## src/rtl/demux_pkg.sv

```systemverilog
// Shared constants and slot state encoding for the 1:2 stream demultiplexer.
// Latency: n/a (declarations only).
// Backpressure: n/a (declarations only).
package demux_pkg;

  localparam int DEF_WIDTH = 4;
  localparam int CNT_W     = 8;

  typedef enum logic {
    SLOT_EMPTY = 1'b0,
    SLOT_FULL  = 1'b1
  } slot_state_t;

endpackage

```

## src/rtl/demux_out_slot.sv

```systemverilog
// One-entry registered output slot with valid/ready handshake and optional beat counter.
// Latency: one cycle from load to out_valid.
// Backpressure: slot_rdy is high when empty or draining this cycle; data held while stalled.
// Optional: DEMUX_BEAT_CNT_EN adds a wrapping count of completed output handshakes.
module demux_out_slot
  import demux_pkg::*;
#(
  parameter int WIDTH = DEF_WIDTH
) (
  input  logic             clk,
  input  logic             rst,
  input  logic             load,
  input  logic [WIDTH-1:0] load_data,
  output logic             slot_rdy,
  output logic [WIDTH-1:0] out_data,
  output logic             out_valid,
  input  logic             out_ready
`ifdef DEMUX_BEAT_CNT_EN
  ,
  output logic [CNT_W-1:0] cnt
`endif
);

  slot_state_t      state_q, state_d;
  logic [WIDTH-1:0] data_q, data_d;
  logic             drain;

  // State register: slot state and held payload, cleared by reset
  always_ff @(posedge clk) begin
    if (rst) begin
      state_q <= SLOT_EMPTY;
      data_q  <= '0;
    end else begin
      state_q <= state_d;
      data_q  <= data_d;
    end
  end

  // Next state: a load always wins (fills or replaces), otherwise a drain empties the slot
  always_comb begin
    state_d = state_q;
    data_d  = data_q;
    if (load) begin
      state_d = SLOT_FULL;
      data_d  = load_data;
    end else if (drain) begin
      state_d = SLOT_EMPTY;
    end
  end

  // Outputs: valid is masked during reset so no handshake completes on a beat being discarded
  always_comb begin
    out_valid = (state_q == SLOT_FULL) && !rst;
    out_data  = data_q;
    drain     = out_valid && out_ready;
    slot_rdy  = (state_q == SLOT_EMPTY) || out_ready;
  end

`ifdef DEMUX_BEAT_CNT_EN
  logic [CNT_W-1:0] cnt_q, cnt_d;

  // Delivered-beat counter register, wraps naturally at full scale
  always_ff @(posedge clk) begin
    if (rst) begin
      cnt_q <= '0;
    end else begin
      cnt_q <= cnt_d;
    end
  end

  // Count each completed output handshake
  always_comb begin
    cnt_d = cnt_q + {{(CNT_W-1){1'b0}}, drain};
  end

  assign cnt = cnt_q;
`endif

endmodule

```

## src/rtl/demux1to2_stream.sv

```systemverilog
// Routes one valid/ready input stream to one of two registered output slots, chosen per beat by in_sel.
// Latency: one cycle from accept to outk_valid.
// Backpressure: in_ready follows only the selected slot; a stalled port never blocks the other.
// Optional: DEMUX_BEAT_CNT_EN adds cnt0/cnt1 delivered-beat counters.
module demux1to2_stream
  import demux_pkg::*;
#(
  parameter int WIDTH = DEF_WIDTH
) (
  input  logic             clk,
  input  logic             rst,
  input  logic [WIDTH-1:0] in_data,
  input  logic             in_sel,
  input  logic             in_valid,
  output logic             in_ready,
  output logic [WIDTH-1:0] out0_data,
  output logic             out0_valid,
  input  logic             out0_ready,
  output logic [WIDTH-1:0] out1_data,
  output logic             out1_valid,
  input  logic             out1_ready
`ifdef DEMUX_BEAT_CNT_EN
  ,
  output logic [CNT_W-1:0] cnt0,
  output logic [CNT_W-1:0] cnt1
`endif
);

  logic slot0_rdy, slot1_rdy;
  logic accept, load0, load1;

  // Ready mux on the selected slot only, and load-enable decode of the accepted beat
  always_comb begin
    in_ready = 1'b0;
    if (!rst) begin
      in_ready = in_sel ? slot1_rdy : slot0_rdy;
    end
    accept = in_valid && in_ready;
    load0  = accept && !in_sel;
    load1  = accept && in_sel;
  end

  demux_out_slot #(.WIDTH(WIDTH)) u_slot0 (
    .clk       (clk),
    .rst       (rst),
    .load      (load0),
    .load_data (in_data),
    .slot_rdy  (slot0_rdy),
    .out_data  (out0_data),
    .out_valid (out0_valid),
    .out_ready (out0_ready)
`ifdef DEMUX_BEAT_CNT_EN
    ,
    .cnt       (cnt0)
`endif
  );

  demux_out_slot #(.WIDTH(WIDTH)) u_slot1 (
    .clk       (clk),
    .rst       (rst),
    .load      (load1),
    .load_data (in_data),
    .slot_rdy  (slot1_rdy),
    .out_data  (out1_data),
    .out_valid (out1_valid),
    .out_ready (out1_ready)
`ifdef DEMUX_BEAT_CNT_EN
    ,
    .cnt       (cnt1)
`endif
  );

endmodule

```

## config.mk

```make
export PLATFORM = sky130hd
export DESIGN_NAME = demux1to2_stream
export DESIGN_NICKNAME = d
export VERILOG_FILES = /design/src/rtl/demux_pkg.sv /design/src/rtl/demux_out_slot.sv /design/src/rtl/demux1to2_stream.sv
export SDC_FILE = /design/constraint.sdc
export NUM_CORES = 1
export LEC_CHECK = 0
export ABC_AREA = 1
export CAP_MARGIN = 20
export CORE_AREA = 2 2 39 41
export DETAILED_ROUTE_END_ITERATION = 12
export DIE_AREA = 0 0 41 43
export PLACE_DENSITY = 0.77
export SETUP_SLACK_MARGIN = 0.15
export SLEW_MARGIN = 20
export SYNTH_ARGS = -nofsm -noshare
export SYNTH_HDL_FRONTEND = slang
export SYNTH_SLANG_ARGS = --single-unit
```

## constraint.sdc

```tcl
create_clock -name clk -period 3.5 [get_ports clk]
set_clock_uncertainty 0.05 [all_clocks]
set_input_delay 1.05 -clock clk [delete_from_list [all_inputs] [get_ports clk]]
set_output_delay 1.05 -clock clk [all_outputs]
set_load 0.05 [all_outputs]
```

* After elaboration in Yosys (flattened, before gate mapping) *
Index checks and enable logic that the tools add are counted.
W data, S select, Z words.

storage, ports and cells
  bits in registers = 10
  word-level logic and storage cells = 25

operators by class
  mux-type cells = 6
  bitwise operators = 2
  reductions and logical operators = 13

operators by type and width
  kind                 number
  $logic_and A1 B1 Y1  7
  $mux W1              6
  $reduce_bool A2 Y1   2
  $logic_not A1 Y1     2
  $logic_or A1 B1 Y1   2
  $not A1 Y1           2

* Longest topological paths before layout *
Gate-level depths: netlist of the first run.

  word-level depth = 7
  depth in mapped cells = 7

* Modules after synthesis *
Synthesis of the first run repeated with hierarchy kept, for this count alone.

second synthesis, totals
  cell total of the unflattened synthesis = 57
  area, all modules = 404.1 um^2

modules (own cells, without submodules)
  module            times used  cells an instance  area each (um^2)  sequential area each (um^2)
  demux_out_slot    2           24                 181.4             100.1
  demux1to2_stream  1           9                  41.3              0.0

* Worst setup path after synthesis of the first run *
No wires, ideal clock.

  path kind = input to output
  from = input rst
  to = output out0_valid
  data arrival time = 1.828 ns
  setup slack = 0.572 ns
  stages on the path = 2
  buffers on the path = 1
  path through = buf_6 nor2_1

between the ends
  longest elaborated chain between the ends = 2

ends and longest elaborated chain
  what                 RTL line                text
  from (decl)          demux1to2_stream.sv:11  input logic rst,
  $logic_not A1 Y1     demux_out_slot.sv:53    out_valid = (state_q == SLOT_FULL) && !rst;
  $logic_and A1 B1 Y1  demux_out_slot.sv:53
  to (decl)            demux1to2_stream.sv:17  output logic out0_valid,

Every way passes these cells.

* Worst setup path after layout of the first run *
  from = input in_sel
  to = output in_ready

between the ends
  longest elaborated chain between the ends = 2

ends and longest elaborated chain
  what         RTL line                text
  from (decl)  demux1to2_stream.sv:13  input logic in_sel,
  $mux W1      demux1to2_stream.sv:36  in_ready = in_sel ? slot1_rdy : slot0_rdy;
  $mux W1      demux1to2_stream.sv:35  if (!rst) begin
  to (decl)    demux1to2_stream.sv:15  output logic in_ready,

Every way passes these cells.

==> results_dict.tcl, run 1 <==
set metrics [dict create \
    endpoint_kind "primary output" \
    reg2reg_from "u_slot1.state_q" \
    min_from "u_slot0.out_data[3]" \
    grt_pass1_wl_um 1550 \
    dp.final_hpwl_um 746 \
    cp_top_family "buffers and inverters" \
    synth_seq_cells 10 \
    clockBufferDepth 2 \
    synth_top_family_by_area "simple AND/OR/NAND/NOR gates" \
    synth.top_cell.area_share_pct 43.5 \
    ios 21 \
    synthMuxAreaShare_pct 0 \
    drc_errors 0 \
    critical_path_buf_inv_count 2 \
    cp.arrival_ps 2150 \
    ant_nets 0 \
    critPathMaxFanout 5 \
    crit_path_start_kind "primary input" \
    slew_headroom_pct 66.2 \
    dr.pass1.iters 4 \
    synthSimpleGateAreaFrac_pct 39.7 \
    tightest_slew_ps 506 \
    critPathLaunch "in_sel" \
    die-width_um 41 \
    syn_area_um2 460 \
    syn_area_per_cell_um2 7.08 \
    yosysWarnings 0 \
    grt_pass1_vias 420 \
    setup_violations 0 \
    rsz0062_at_grt "no" \
    synth_most_common_cell "nor2_1" \
    synth_cells 65 \
    path_class "primary input to primary output" \
    fin_setup_tns_ps 0 \
    synth_edf_count 0 \
    final_max_slew_viol_count 0 \
    maxCapViolations 0 \
    dieArea_um2 1760 \
    seq_area_frac_synth_pct 43.5 \
    layout-drive-gt1-share_pct 14.8 \
    synthTopCellsByCount "21 x nor2_1, 10 x dfxtp_1, 10 x inv_1" \
    period_share_pct 92.9 \
    io_buffer_count 20 \
    row_count 14 \
    min-delay-path-class "flip-flop to flip-flop" \
    synth_adder_area_share_pct 0 \
    outcome "complete, no violations" \
    root_buffer "clkbuf_4" \
    reg2reg_depth 6 \
    synthTopCellsByArea "dfxtp_1 43%, nor2_1 17%, inv_1 8.2%" \
    cellPowerDensity_nw_per_um2 355 \
    synth_xor_area_share_pct 0 \
    vdd_drop_max_uv 204 \
    timing.rr.end "u_slot0.out_data[2]" \
    h-tree-depth 1 \
    power.leakage_nw 0.332 \
    synth_compound_gate_area_share_pct 5.43 \
    vias 457 \
    cts.clk_slew.worst_paths_ps 60 \
    path_cells "clkdlybuf4s50_1 > nand3_1 > nand2_1 > nor2_4 > buf_12" \
    avgRoutedWirePerCell_um 9.45 \
    syn2layout_area_growth_pct 59.5 \
    hold_buffers 0 \
    track_usage_pct 12.8 \
    synth_nets 75 \
    fin_crit_ps 3250 \
    die_height_um 43 \
    core_um2 1380 \
    gr-total-overflow 0 \
    grt_max_degree 10 \
    clock-sinks 10 \
    cts_tree "done" \
    initial_core_util_pct 33.3 \
    placed_area_um2 707 \
    max_freq_mhz 308 \
    cpMaxStageDelayCell "clkdlybuf4s50_1" \
    post-synth-top-area-cell "dfxtp_1" \
    drt-total-wl_um 983 \
    routabilityCongestion 0.747 \
    final_nets 100 \
    hold_end "u_slot0.out_data[3]" \
    fin_area_um2 734 \
    antenna_found_initial 0 \
    whs_path_depth 2 \
    numCtsBuffers 3 \
    hold_viol 0 \
    ys_types 12 \
    rrSetupSlack_ps 2420 \
    worstPathRequired_ps 2400 \
    vias_per_cell 4.39 \
    synth_ff_type "dfxtp_1" \
    diodes 0 \
    clock_latency_ps 250 \
    synthArstFlopShare_pct 0 \
    drt_iter0_drc 5 \
    max_stage_delay_ps 500 \
]
==> cell type report <==
class                      instances  area (um2)
timing repair buffer              21         238
clock buffer                       3        22.5
multi-input combinational         43         213
inverter                          11        41.3
fill                             143         649
tap                               16        20.0
sequential                        10         200
==> registers in the layout, summed over array words and instances (netlist names) <==
signal,cells
u_slot0.out_data,4
u_slot0.state_q,1
u_slot1.out_data,4
u_slot1.state_q,1
==> worst max-delay path by stage <==
stage | cells past startpoint | slack [ps] | end
finish | 5 | 250 | in_ready
global route | 5 | 180 | in_ready
CTS | 5 | 190 | in_ready
detailed placement | 5 | 200 | in_ready
global placement | 5 | 230 | in_ready
floorplan | 2 | 570 | out0_valid
==> through the flow <==
step | setup WS, ps | std cells | hold WS, ps | utilization (%) | total power, mW
detailed placement | 200 | 101 | 423 | 51.1 | 0.188
floorplan | 572 | 65 | 443 | - | 0.160
global placement | 232 | 101 | 417 | 51.1 | 0.187
CTS | 193 | 104 | 435 | 52.7 | 0.265
global route | 177 | 104 | 456 | 53.1 | 0.275
finish | 248 | 104 | 434 | 53.1 | 0.261
==> power by group <==
group          total [mW]  internal (mW)  switching [mW]
Clock              0.0757         0.0396          0.0362
Combinational      0.0643         0.0270          0.0373
Sequential          0.121          0.119         0.00239
Total               0.261          0.185          0.0759
==> per-layer routing <==
metal / share of wire (%) / track usage (%) / vias up
met5: 0 / 0 / -
met3: 8.1 / 3.14 / 0
met4: 0 / 8.00 / 0
met1: 47 / 15.9 / 192
li1: - / - / 249
met2: 44 / 18.8 / 16
==> placed cells by master (no fill, tap or decap), drive strengths merged <==
cell | Yosys | final
a21oi | 5 | 5
buf | 1 | 4
clkbuf | 0 | 3
clkdlybuf4s50 | 0 | 17
dfxtp | 10 | 10
inv | 11 | 11
nand2 | 7 | 7
nand3 | 2 | 2
nand4 | 6 | 6
nor2 | 23 | 23
==> worst min-delay path: cells and delay by family, from the launching register on <==
family	cells	cell delay (ps)
flip-flops	1	330
AND/OR/NAND/NOR	2	130
==> repair_timing <==
| item | in CTS | in global routing |
|---|---|---|
| endpoints found under the hold margin | 0 | 0 |
| resized for setup | 0 | 1 |
| setup buffers | 0 | 0 |
| endpoints found under the setup margin | 0 | 1 |
==> cell families after synthesis <==
logic type,after synthesis
compound gates,5
buf+inv,12
flops,10
simple gates,38
Note: power is estimated with default switching activity, not from simulation.
==> run 2, diff against run 1 <==
Settings changed: ABC_AREA 1 to 0, PLACE_DENSITY 0.77 to 0.76, SLEW_MARGIN 20 to not set.
==> run 2 against run 1 <==
Die area did not move. Via count down 25%. Combinational power up 5.0%. Register-to-register slack got worse by 30 ps. Worst setup slack gained 24 ps. Core utilization fell by 1.3 points. First-iteration DRC count shrank 60%. Critical path type unchanged. Critical path depth unchanged. Non-clock buffer count is the same. Area after synthesis decreased by 2.7%. Sequential cell count unchanged.
==> results_dict.tcl, run 2 <==
set metrics [dict create \
    final_util_pct 51.8 \
    drt-total-wl_um 823 \
    worst_slack_ps 272 \
    gr-total-overflow 0 \
    io_buffer_count 20 \
    final_max_slew_viol_count 0 \
    hold_end "u_slot0.state_q" \
    hold_viol 0 \
    crit_path_start_kind "primary input" \
    slew_headroom_pct 66.2 \
    min-delay-path-class "flip-flop to flip-flop" \
    final_cell_mix "17 x clkdlybuf4s50_1, 10 x dfxtp_1, 8 x mux2_2" \
    die_height_um 43 \
    whs_path_depth 2 \
    timing.rr.end "u_slot1.out_data[1]" \
    numCtsBuffers 3 \
    synth_cells 38 \
    path_class "primary input to primary output" \
    seq_area_frac_synth_pct 44.7 \
    core_um2 1380 \
    drc_errors 0 \
    ys_types 12 \
    syn2layout_area_growth_pct 60.1 \
    fin_setup_tns_ps 0 \
    synthTopCellsByCount "10 x dfxtp_1, 8 x mux2_2, 6 x nor2b_1" \
    synthArstFlopShare_pct 0 \
    synth_ff_type "dfxtp_1" \
    final_nets 73 \
    combPwrFrac_pct 25.5 \
    endpoint_kind "primary output" \
    die-width_um 41 \
    hold_buffers 0 \
    antenna_found_initial 0 \
    clkPwrFrac_pct 28.2 \
    critical_path_buf_inv_count 2 \
    cpMaxStageDelayCell "clkdlybuf4s50_1" \
    dp.final_hpwl_um 658 \
    critPathMaxFanout 3 \
    root_buffer "clkbuf_4" \
    grt_max_degree 10 \
    fillCellCount 133 \
    final_common_cell "clkdlybuf4s50_1" \
    reg2reg_depth 3 \
    rsz0062_at_grt "no" \
    cts_resized 0 \
    grt_pass1_vias 336 \
    h-tree-depth 1 \
    min_from "u_slot0.state_q" \
    vias_per_cell 4.47 \
    total_power_mw 0.264 \
    cp_top_family "buffers and inverters" \
    path_cells "clkdlybuf4s50_1 > nand2b_1 > mux2i_1 > nor2_1 > buf_12" \
    cts.clk_slew.worst_paths_ps 60 \
    pre_cts_slack_ps 270 \
    worstPathRequired_ps 2400 \
    layout-drive-gt1-share_pct 29.5 \
    clockBufferDepth 2 \
    outcome "complete, no violations" \
    cellPowerDensity_nw_per_um2 369 \
    yosysWarnings 0 \
    cp.arrival_ps 2130 \
    dr.pass1.iters 2 \
    synthTopCellsByArea "dfxtp_1 45%, mux2_2 20%, nor2b_1 8.4%" \
    dieArea_um2 1760 \
    power.leakage_nw 0.299 \
    max_freq_mhz 310 \
    rrSetupSlack_ps 2390 \
    reg2reg_from "u_slot1.state_q" \
    syn_area_per_cell_um2 11.8 \
    vdd_drop_max_uv 231 \
    maxCapViolations 0 \
    row_count 14 \
    synth_nets 48 \
    fin_crit_ps 3230 \
    cts_tree "done" \
    ios 21 \
    period_share_pct 92.2 \
    synth_seq_cells 10 \
    synth.top_cell.area_share_pct 44.7 \
    diodes 0 \
    vias 344 \
    track_usage_pct 10.2 \
    setup_violations 0 \
    max_stage_delay_ps 450 \
    tightest_slew_ps 506 \
    syn_area_um2 448 \
    grt_pass1_wl_um 1280 \
    drt_iter0_drc 2 \
    hold_ws_ps 500 \
    ant_nets 0 \
    switchingPower_mw 0.0728 \
    synth_edf_count 0 \
    avgRoutedWirePerCell_um 10.7 \
    switching_share_pct 27.5 \
    p_int_mw 0.192 \
    cts_setup_buffers 0 \
    clock_latency_ps 250 \
    synth_most_common_cell "dfxtp_1" \
    clock-sinks 10 \
    routabilityCongestion 0.594 \
    initial_core_util_pct 32.4 \
    post-synth-top-area-cell "dfxtp_1" \
    pwr-share-seq_pct 46.3 \
]
-- run 2: area by class of cell --
cell class              instances  area [um2]  share of cell area (%)
multi-input cells              27         236                    33.0
clock buffers                   3        22.5                    3.14
repair buffers                 21         238                    33.2
flip-flops and latches         10         200                    27.9
well taps                      16        20.0                    2.79
-- run 2: power by group through the flow --
stage	Sequential [mW]	Combinational, mW	Clock (mW)
floorplan	0.143	0.0202	0
global placement	0.125	0.0675	0
detailed placement	0.125	0.0679	0
CTS	0.122	0.0682	0.0773
global route	0.123	0.0711	0.0830
finish	0.122	0.0675	0.0745
-- run 2: worst max-delay path by stage --
stage	startpoint	end	slack [ps]	cells after the start
after floorplan	out1_ready	in_ready	450	3
after global placement	out1_ready	in_ready	290	5
after detailed placement	out1_ready	in_ready	270	5
after CTS	out1_ready	in_ready	260	5
after global routing	out1_ready	in_ready	220	5
final	out1_ready	in_ready	270	5
-- run 2: per-stage QoR --
stage / instance area (um2) / instances
2_1_floorplan: 448 / 38
4_1_cts: 717 / 77
3_3_place_gp: 694 / 74
5_1_grt: 717 / 77
3_5_place_dp: 694 / 74
6_report: 717 / 77
-- run 2: cells by family (layout without fill, tap and decap cells) --
| kind of cell | Yosys count | after routing | synth area share (%) |
|---|---|---|---|
| AO/OA/AOI/OAI | 2 | 2 | 2.23 |
| multiplexers | 9 | 9 | 22.3 |
| buffers and inverters | 1 | 24 | 2.51 |
| flip-flops | 10 | 10 | 44.7 |
| AND/OR/NAND/NOR | 16 | 16 | 28.2 |
-- run 2: worst min-delay path: stages, from the launching register on --
cell	delay, ps
dfxtp_1	310
nand2b_1	120
a21oi_1	80
-- run 2: routing by layer --
metal | vias to the layer above | global-route usage (%) | share of wire (%)
li1 | 176 | - | -
met3 | 0 | 3.14 | 9.1
met2 | 14 | 17.5 | 46
met4 | 0 | 2.00 | 0
met1 | 154 | 11.8 | 45
met5 | - | 0 | 0
